**src/rtl/jtag_host_shifter_pkg.sv**
```systemverilog
// jtag_host_shifter_pkg: shared FSM states and sizing constants for the JTAG host shifter
package jtag_host_shifter_pkg;
  localparam int JTAG_MAX_LEN = 32;
  localparam int LEN_W = 6;
  typedef enum logic [1:0] {IDLE, LOW, HIGH, RESP} state_t;
endpackage

```
**src/rtl/jtag_host_shifter_if.sv**
```systemverilog
// jtag_host_shifter_if: command/response handshake bundle between a host and the shift engine
interface jtag_host_shifter_if
  import jtag_host_shifter_pkg::*;
#(
  parameter int DATA_W = JTAG_MAX_LEN
);
  logic              cmd_valid;
  logic              cmd_ready;
  logic [LEN_W-1:0]  cmd_len;
  logic [DATA_W-1:0] cmd_tms;
  logic [DATA_W-1:0] cmd_tdi;
  logic              rsp_valid;
  logic              rsp_ready;
  logic [DATA_W-1:0] rsp_tdo;
  modport master (
    output cmd_valid, cmd_len, cmd_tms, cmd_tdi, rsp_ready,
    input  cmd_ready, rsp_valid, rsp_tdo
  );
  modport slave (
    input  cmd_valid, cmd_len, cmd_tms, cmd_tdi, rsp_ready,
    output cmd_ready, rsp_valid, rsp_tdo
  );
endinterface

```
**src/rtl/jtag_host_shifter_sync_1bit.sv**
```systemverilog
// jtag_host_shifter_sync_1bit: two-flop synchroniser for the asynchronous tdo input
module jtag_host_shifter_sync_1bit (
  input  logic clk,
  input  logic rst,
  input  logic d,
  output logic q
);
  logic meta;
  always_ff @(posedge clk or posedge rst)
    if (rst) {q, meta} <= 2'b00;
    else {q, meta} <= {meta, d};
endmodule

```
**src/rtl/jtag_host_shifter.sv**
```systemverilog
// jtag_host_shifter: JTAG host shift engine driving tck/tms/tdi and capturing tdo per command
module jtag_host_shifter
  import jtag_host_shifter_pkg::*;
#(
  parameter int CLKDIV = 4,
  parameter int DATA_W = JTAG_MAX_LEN
) (
  input  logic clk,
  input  logic rst,
  jtag_host_shifter_if.slave bus,
  output logic busy,
  output logic tck,
  output logic tms,
  output logic tdi,
  input  logic tdo
);
  localparam int CW = $clog2(CLKDIV);
  localparam int IW = $clog2(DATA_W);
  localparam logic [CW-1:0] CMAX = CW'(CLKDIV - 1);
  localparam logic [LEN_W-1:0] LMAX = LEN_W'(DATA_W);
  state_t            state;
  logic [CW-1:0]     cnt;
  logic [LEN_W-1:0]  len_q, idx, len_c;
  logic [DATA_W-1:0] tms_q, tdi_q, tdo_q;
  logic              tdo_sync, last_phase, last_bit;
  jtag_host_shifter_sync_1bit u_sync (.clk(clk), .rst(rst), .d(tdo), .q(tdo_sync));
  assign len_c = bus.cmd_len > LMAX ? LMAX : bus.cmd_len;
  assign last_phase = cnt == CMAX;
  assign last_bit = idx + 1'b1 == len_q;
  assign bus.cmd_ready = state == IDLE;
  assign busy = state != IDLE;
  assign bus.rsp_tdo = tdo_q;
  // tms_q/tdi_q hold the not-yet-driven bits, so bit 0 is always the next one out
  always_ff @(posedge clk or posedge rst)
    if (rst) begin
      state <= IDLE;
      cnt <= '0;
      idx <= '0;
      len_q <= '0;
      tms_q <= '0;
      tdi_q <= '0;
      tdo_q <= '0;
      tck <= 1'b0;
      tms <= 1'b1;
      tdi <= 1'b0;
      bus.rsp_valid <= 1'b0;
    end else
      case (state)
        IDLE: if (bus.cmd_valid) begin
          state <= LOW;
          cnt <= '0;
          idx <= '0;
          len_q <= len_c;
          tms_q <= bus.cmd_tms >> 1;
          tdi_q <= bus.cmd_tdi >> 1;
          tdo_q <= '0;
          if (len_c != '0) begin
            tms <= bus.cmd_tms[0];
            tdi <= bus.cmd_tdi[0];
          end
        end
        LOW: if (len_q == '0) begin
          state <= RESP;
          bus.rsp_valid <= 1'b1;
        end else if (last_phase) begin
          state <= HIGH;
          cnt <= '0;
          tck <= 1'b1;
        end else cnt <= cnt + 1'b1;
        HIGH: if (last_phase) begin
          tdo_q[idx[IW-1:0]] <= tdo_sync;
          cnt <= '0;
          tck <= 1'b0;
          if (last_bit) begin
            state <= RESP;
            bus.rsp_valid <= 1'b1;
          end else begin
            state <= LOW;
            idx <= idx + 1'b1;
            tms <= tms_q[0];
            tdi <= tdi_q[0];
            tms_q <= tms_q >> 1;
            tdi_q <= tdi_q >> 1;
          end
        end else cnt <= cnt + 1'b1;
        RESP: if (bus.rsp_ready) begin
          state <= IDLE;
          bus.rsp_valid <= 1'b0;
        end
      endcase
endmodule

```
**src/flat_wrapper.sv**
```systemverilog
// flat-port wrapper written by rule: the top's interface ports become plain ports
module jtag_host_shifter_flat import jtag_host_shifter_pkg::*;
#(
  parameter int CLKDIV = 4,
  parameter int DATA_W = JTAG_MAX_LEN
)
  (clk, rst, busy, tck, tms, tdi, tdo, bus_cmd_valid, bus_cmd_len, bus_cmd_tms, bus_cmd_tdi, bus_rsp_ready, bus_cmd_ready, bus_rsp_valid, bus_rsp_tdo);
  jtag_host_shifter_if #(.DATA_W(DATA_W)) bus_i ();
  input  logic clk;
  input  logic rst;
  output logic busy;
  output logic tck;
  output logic tms;
  output logic tdi;
  input  logic tdo;
  input wire logic [$bits(bus_i.cmd_valid)-1:0] bus_cmd_valid;
  input wire logic [$bits(bus_i.cmd_len)-1:0] bus_cmd_len;
  input wire logic [$bits(bus_i.cmd_tms)-1:0] bus_cmd_tms;
  input wire logic [$bits(bus_i.cmd_tdi)-1:0] bus_cmd_tdi;
  input wire logic [$bits(bus_i.rsp_ready)-1:0] bus_rsp_ready;
  output wire logic [$bits(bus_i.cmd_ready)-1:0] bus_cmd_ready;
  output wire logic [$bits(bus_i.rsp_valid)-1:0] bus_rsp_valid;
  output wire logic [$bits(bus_i.rsp_tdo)-1:0] bus_rsp_tdo;
  assign bus_i.cmd_valid = bus_cmd_valid;
  assign bus_i.cmd_len = bus_cmd_len;
  assign bus_i.cmd_tms = bus_cmd_tms;
  assign bus_i.cmd_tdi = bus_cmd_tdi;
  assign bus_i.rsp_ready = bus_rsp_ready;
  assign bus_cmd_ready = bus_i.cmd_ready;
  assign bus_rsp_valid = bus_i.rsp_valid;
  assign bus_rsp_tdo = bus_i.rsp_tdo;
  jtag_host_shifter #(.CLKDIV(CLKDIV), .DATA_W(DATA_W)) u_core (.clk(clk), .rst(rst), .bus(bus_i), .busy(busy), .tck(tck), .tms(tms), .tdi(tdi), .tdo(tdo));
endmodule
```
**config.mk**
```make
export PLATFORM = sky130hd
export DESIGN_NAME = jtag_host_shifter_flat
export DESIGN_NICKNAME = d
export VERILOG_FILES = /design/src/rtl/jtag_host_shifter_pkg.sv /design/src/rtl/jtag_host_shifter_if.sv /design/src/rtl/jtag_host_shifter_sync_1bit.sv /design/src/rtl/jtag_host_shifter.sv /design/src/flat_wrapper.sv
export SDC_FILE = /design/constraint.sdc
export NUM_CORES = 1
export LEC_CHECK = 0
export ABC_AREA = 1
export ABC_CLOCK_PERIOD_IN_PS = 5000
export CAP_MARGIN = 20
export CORE_UTILIZATION = 53
export DETAILED_ROUTE_END_ITERATION = 6
export GPL_TIMING_DRIVEN = 0
export PLACE_DENSITY = 0.78
export SYNTH_ARGS = -nofsm -noshare
export SYNTH_HDL_FRONTEND = slang
export SYNTH_SLANG_ARGS = --single-unit
export TNS_END_PERCENT = 20
```
**constraint.sdc**
```tcl
create_clock -name clk -period 5 [get_ports clk]
set_input_delay 1 -clock clk [delete_from_list [all_inputs] [get_ports clk]]
set_output_delay 1 -clock clk [all_outputs]
set_load 0.005 [all_outputs]
```
## Word level (Yosys, flattened, before mapping)

Index checks and enable logic that the tools add are counted.

- $add $sub $neg: 2
- $lt $le $gt $ge: 3
- Equality and inequality tests: 15
- Muxes and demuxes: 49
- Reductions and logical operators: 17

Operators with widths:

| cell | count |
|---|---|
| $mux W32 | 8 |
| $pmux W32 S2 | 3 |
| $bwmux W32 | 1 |
| $mux W6 | 4 |
| $mux W2 | 9 |
| $mux W1 | 16 |
| $pmux W6 S2 | 1 |
| $reduce_and A4 Y1 | 3 |
| $ne A2 B1 Y1 const B | 5 |
| $reduce_and A5 Y1 | 2 |
| $ne A2 B2 Y1 const B | 4 |
| $pmux W2 S4 | 1 |
| $add A6 B1 Y6 const B | 1 |
| $eq A2 B2 Y1 const B | 3 |
| $eq A6 B6 Y1 | 1 |
| $gt A6 B6 Y1 const B | 1 |
| $logic_not A6 Y1 | 1 |
| $lt A5 B6 Y1 const B | 1 |
| $pmux W1 S2 | 3 |
| $pmux W2 S3 | 1 |
| $reduce_and A3 Y1 | 2 |
| $reduce_bool A2 Y1 | 3 |
| $reduce_bool A3 Y1 | 2 |
| $reduce_bool A6 Y1 | 1 |
| other kinds (9) | 9 |

- Register bits after elaboration: 118
- Bits of input ports: 75
- Output and inout port bits: 38
- Logic and storage cells: 99

## Depth between registers and ports, before layout

- Word-level depth: 7
- Mapped depth: 15
- Depth with buffers taken out: 13

## Cells and area by module

Synthesis repeated with hierarchy kept, for this count alone.

- Cells, all modules: 637
- Area total of the unflattened synthesis: 6,179.7 µm²

By module, submodules not included:

| module | instances | cells an instance | area each (µm²) | sequential area each (µm²) |
|---|---|---|---|---|
| jtag_host_shifter | 1 | 634 | 6,125.9 | 2,854.0 |
| jtag_host_shifter_sync_1bit | 1 | 3 | 53.8 | 50.0 |

## Least setup slack after synthesis

Ideal clock, no wire load.

- Path kind: input -> register
- Start: input port bus_cmd_valid
- End: register u_core.idx[2]
- Setup time: 0.066 ns
- Arrival: 2.019 ns
- Required time: 4.934 ns
- Setup slack: 2.915 ns
- Cell stages on the path: 8
- Path buffers: 2
- Path through: nor2_1 inv_1 nand2_1 a21oi_2 buf_2 clkbuf_1 nand3_1 nand2_1

- Cells in the longest elaborated chain, start to end: 2

RTL lines:

| element | line | text |
|---|---|---|
| start: declaration | flat_wrapper.sv:16 | `input wire logic [$bits(bus_i.cmd_valid)-1:0] bus_cmd_valid;` |
| $ne A2 B2 Y1 (no line) | - |  |
| $reduce_and A4 Y1 (no line) | - |  |
| end signal: assignment | jtag_host_shifter.sv:79 | `idx <= idx + 1'b1;` |
| end: declaration | jtag_host_shifter.sv:23 | `logic [LEN_W-1:0] len_q, idx, len_c;` |

Every way passes these cells.
A chain may end at the register's enable or synchronous reset.

## Worst setup path in the final report

- Start: register u_core.state[0]
- End: output port busy

- Cells in the longest elaborated chain, start to end: 1

RTL lines:

| element | line | text |
|---|---|---|
| start: declaration | jtag_host_shifter.sv:21 | `state_t state;` |
| start signal: assignment | jtag_host_shifter.sv:36 | `state <= IDLE;` |
| start signal: assignment | jtag_host_shifter.sv:50 | `state <= LOW;` |
| start signal: assignment | jtag_host_shifter.sv:63 | `state <= RESP;` |
| $reduce_bool A2 Y1 | jtag_host_shifter.sv:31 | `assign busy = state != IDLE;` |
| end: declaration | flat_wrapper.sv:11 | `output logic busy;` |

Every way passes these cells.

==> flow_summary.ini <==
[run_status]
status = finished clean

[finish]
fin_nets = 1062
fin_area_um2 = 8010
syn_to_final_growth_pct = 31.3
diodes = 0
final_util = 0.726
multi_input_area_um2 = 2800
fillers = 876
regArea_um2 = 2900
layout.cells.non_filler = 1131
drive_above_1_share = 0.0595

[cts]
htreeDepth = 4
cts_setup_buffers = 0
clkLatencyLatePin_ps = 420
clock-sinks = 116
numCtsBuffers = 17
clockRootBuffer = clkbuf_16
path_clk_slew_ps = 50
clock_path_buffers = 2
hold_buffers = 0
cts.repair.resized = 0
cts_tree = built

[global_routing]
use_met2 = 0.516
grt_pass1_vias = 5985
grt_remaining_overflow = 0
grt_max_degree = 73
grtUsageMet3 = 0.0580
grt_use_total = 0.301
grt_util_met1 = 0.370
grt_pass1_wl_um = 27500
antenna_found_initial = 0
top_usage_layer = met2

[drt]
drtIter0Drc = 531
ant_nets = 0
routed_via_density = 5.56
drt_wl_total_um = 16800
dr.pass1.iters = 5
drcViolationCount = 0
vias = 6292
routedWlPerCell_um = 14.9

[sta]
period_share = 0.579
period_needed_ps = 2900
hold_violations = 0
finalSetupViolCount = 0
drv_slew = 0
maxSlewHeadroom = 0.573
fmax_mhz = 345
rsz0062_at_grt = false
worstMarginPinSlew_ps = 641
skew_ps = 5.02
holdWs_ps = 354

[critical_path]
cp.buffers_inverters = 3
setup.worst_path.class = flop to output pin
critPathMaxStageDelay_ps = 510
required_ps = 4000
path_cells = inv_1, ha_1, inv_2, clkdlybuf4s50_1
critPathCaptureType = output pin
worstSetupStartpointType = flop
slowest_stage = clkdlybuf4s50_1
crit_fanout = 6
crit_family = buffers and inverters
cp.arrival_ps = 1900

[logic_synthesis]
yosys.area_share.simple = 0.359
synth.area.mux_share = 0
yosys-top-cells-count = 387 x nand2_1, 115 x dfrtp_1, 82 x nand3_1
yosysUniqueCellTypes = 25
yosysTopAreaCell = dfrtp_1
async_reset_ff_frac = 1.00
synth_fp_nets = 930
synth_most_common_cell = nand2_1
synthAdderAreaFrac = 0.0185
ys_dominant_reg_cell = dfrtp_1
synth_warnings = 0
synth.avg_cell_area_um2 = 7.21
yosysTopAreaCellShare = 0.472
synth_area_leaders = dfrtp_1 47%, nand2_1 24%, nand3_1 6.7%
synth_top_family_by_area = simple AND/OR/NAND/NOR gates
synth_cells = 846
synth_compound_area_frac = 0.0821
synth_seq_cells = 116
synthesis.area_um2 = 6100
synth_edf_count = 0
synth_seq_area_share = 0.476
synthXorXnorAreaFrac = 0

[floorplan]
rows = 38
dieArea_um2 = 11900
ios = 113
die_x_um = 109
start_util = 0.553
core_area_um2 = 11000
die_y_um = 109

[job]
drv_cap = 0

[placed_design]
io_buffers = 112
placed_cell_area_um2 = 7430
place_congestion = 0.878
dp_cells = 1099
dpl.hpwl_um = 11600

[worst_hold_path]
min_path_type = flop to flop

[pwr]
leakagePower_nw = 3.99
total_power_w = 0.00468
ir_worst_vdd_mv = 0.358
pwr_density_cell_nw_per_um2 = 584
[layout by cell type, fill, tap and decap left out, types with 2 or more instances in the layout]
| cell | count |
|---|---|
| buf_2 | 8 |
| clkbuf_8 | 3 |
| o21ai_0 | 40 |
| ha_1 | 9 |
| inv_2 | 7 |
| dfrtp_1 | 115 |
| buf_4 | 2 |
| clkinv_2 | 8 |
| nand2_1 | 387 |
| nor3_1 | 13 |
| o32ai_1 | 10 |
| a21oi_1 | 6 |
| bufinv_16 | 2 |
| clkbuf_16 | 17 |
| nand4_1 | 7 |
| clkdlybuf4s50_1 | 112 |
| o22ai_1 | 24 |
| buf_6 | 3 |
| clkbuf_1 | 30 |
| nand2_2 | 3 |
| nor2_1 | 50 |
| inv_1 | 37 |
| nand3_1 | 82 |
| buf_1 | 7 |
[state kept, by name, indices dropped and copies added, names as in the netlist]
| signal | cells |
|---|---|
| u_core.tdi_q | 31 |
| u_core.len_q | 6 |
| u_core.bus.rsp_tdo | 32 |
| u_core.tms_q | 31 |
| u_core.cnt | 2 |
| u_core.idx | 6 |
| u_core.u_sync.meta | 1 |
| u_core.tms | 1 |
| u_core.tdi | 1 |
| u_core.state | 2 |
| u_core.u_sync.q | 1 |
| u_core.tck | 1 |
| u_core.bus.rsp_valid | 1 |
[worst register-to-register path, delay by kind of cell (launching register included)]
kind,cells,cell delay (ps)
compound gates,1,360
fa+ha+maj,1,320
buf+inv,3,1020
flops,1,450
simple gates,1,370
[worst paths after layout]
kind	start	slack, ps	to	cells after the start
max	u_core.state[0]	2100	busy	4
min	u_core.u_sync.meta	350	u_core.u_sync.q	0
max reg2reg	u_core.state[0]	2370	u_core.bus.rsp_tdo[0]	6
min reg2reg	u_core.u_sync.meta	350	u_core.u_sync.q	0
max in group asynchronous	rst	3320	u_core.tdi_q[27]	3
min in group asynchronous	rst	980	u_core.tms_q[10]	2
[cell families after synthesis]
kind of cell | after synthesis
buf+inv | 94
simple gates | 543
flops | 116
compound gates | 84
fa+ha+maj | 9
[stage by stage]
stage / setup TNS [ps] / worst slack (ps)
floorplan: 0 / 929
global placement: -80960 / -707
detailed placement: 0 / 2010
CTS: 0 / 2120
global route: 0 / 2060
finish: 0 / 2100
[cell type report]
cell class | count | area share
flip-flops and latches | 116 | 0.363
multi-input cells | 636 | 0.350
repair buffers | 113 | 0.143
clock buffers | 21 | 0.0588
plain buffers | 49 | 0.0280
well taps | 140 | 0.0219
inverters | 45 | 0.0217
clock inverters | 11 | 0.0134
[report_power, final]
part	switching [W]	internal [W]	total, W
combinational	0.00137	0.000681	0.00205
clock	0.000429	0.000764	0.00119
sequential	0.000182	0.00125	0.00143
[per-layer routing]
metal / wire [um] / share of wire
met5: 0 / 0
met1: 7050 / 0.42
met3: 1000 / 0.059
met4: 365 / 0.022
met2: 8410 / 0.50
Note: power is estimated with default switching activity, not from simulation.
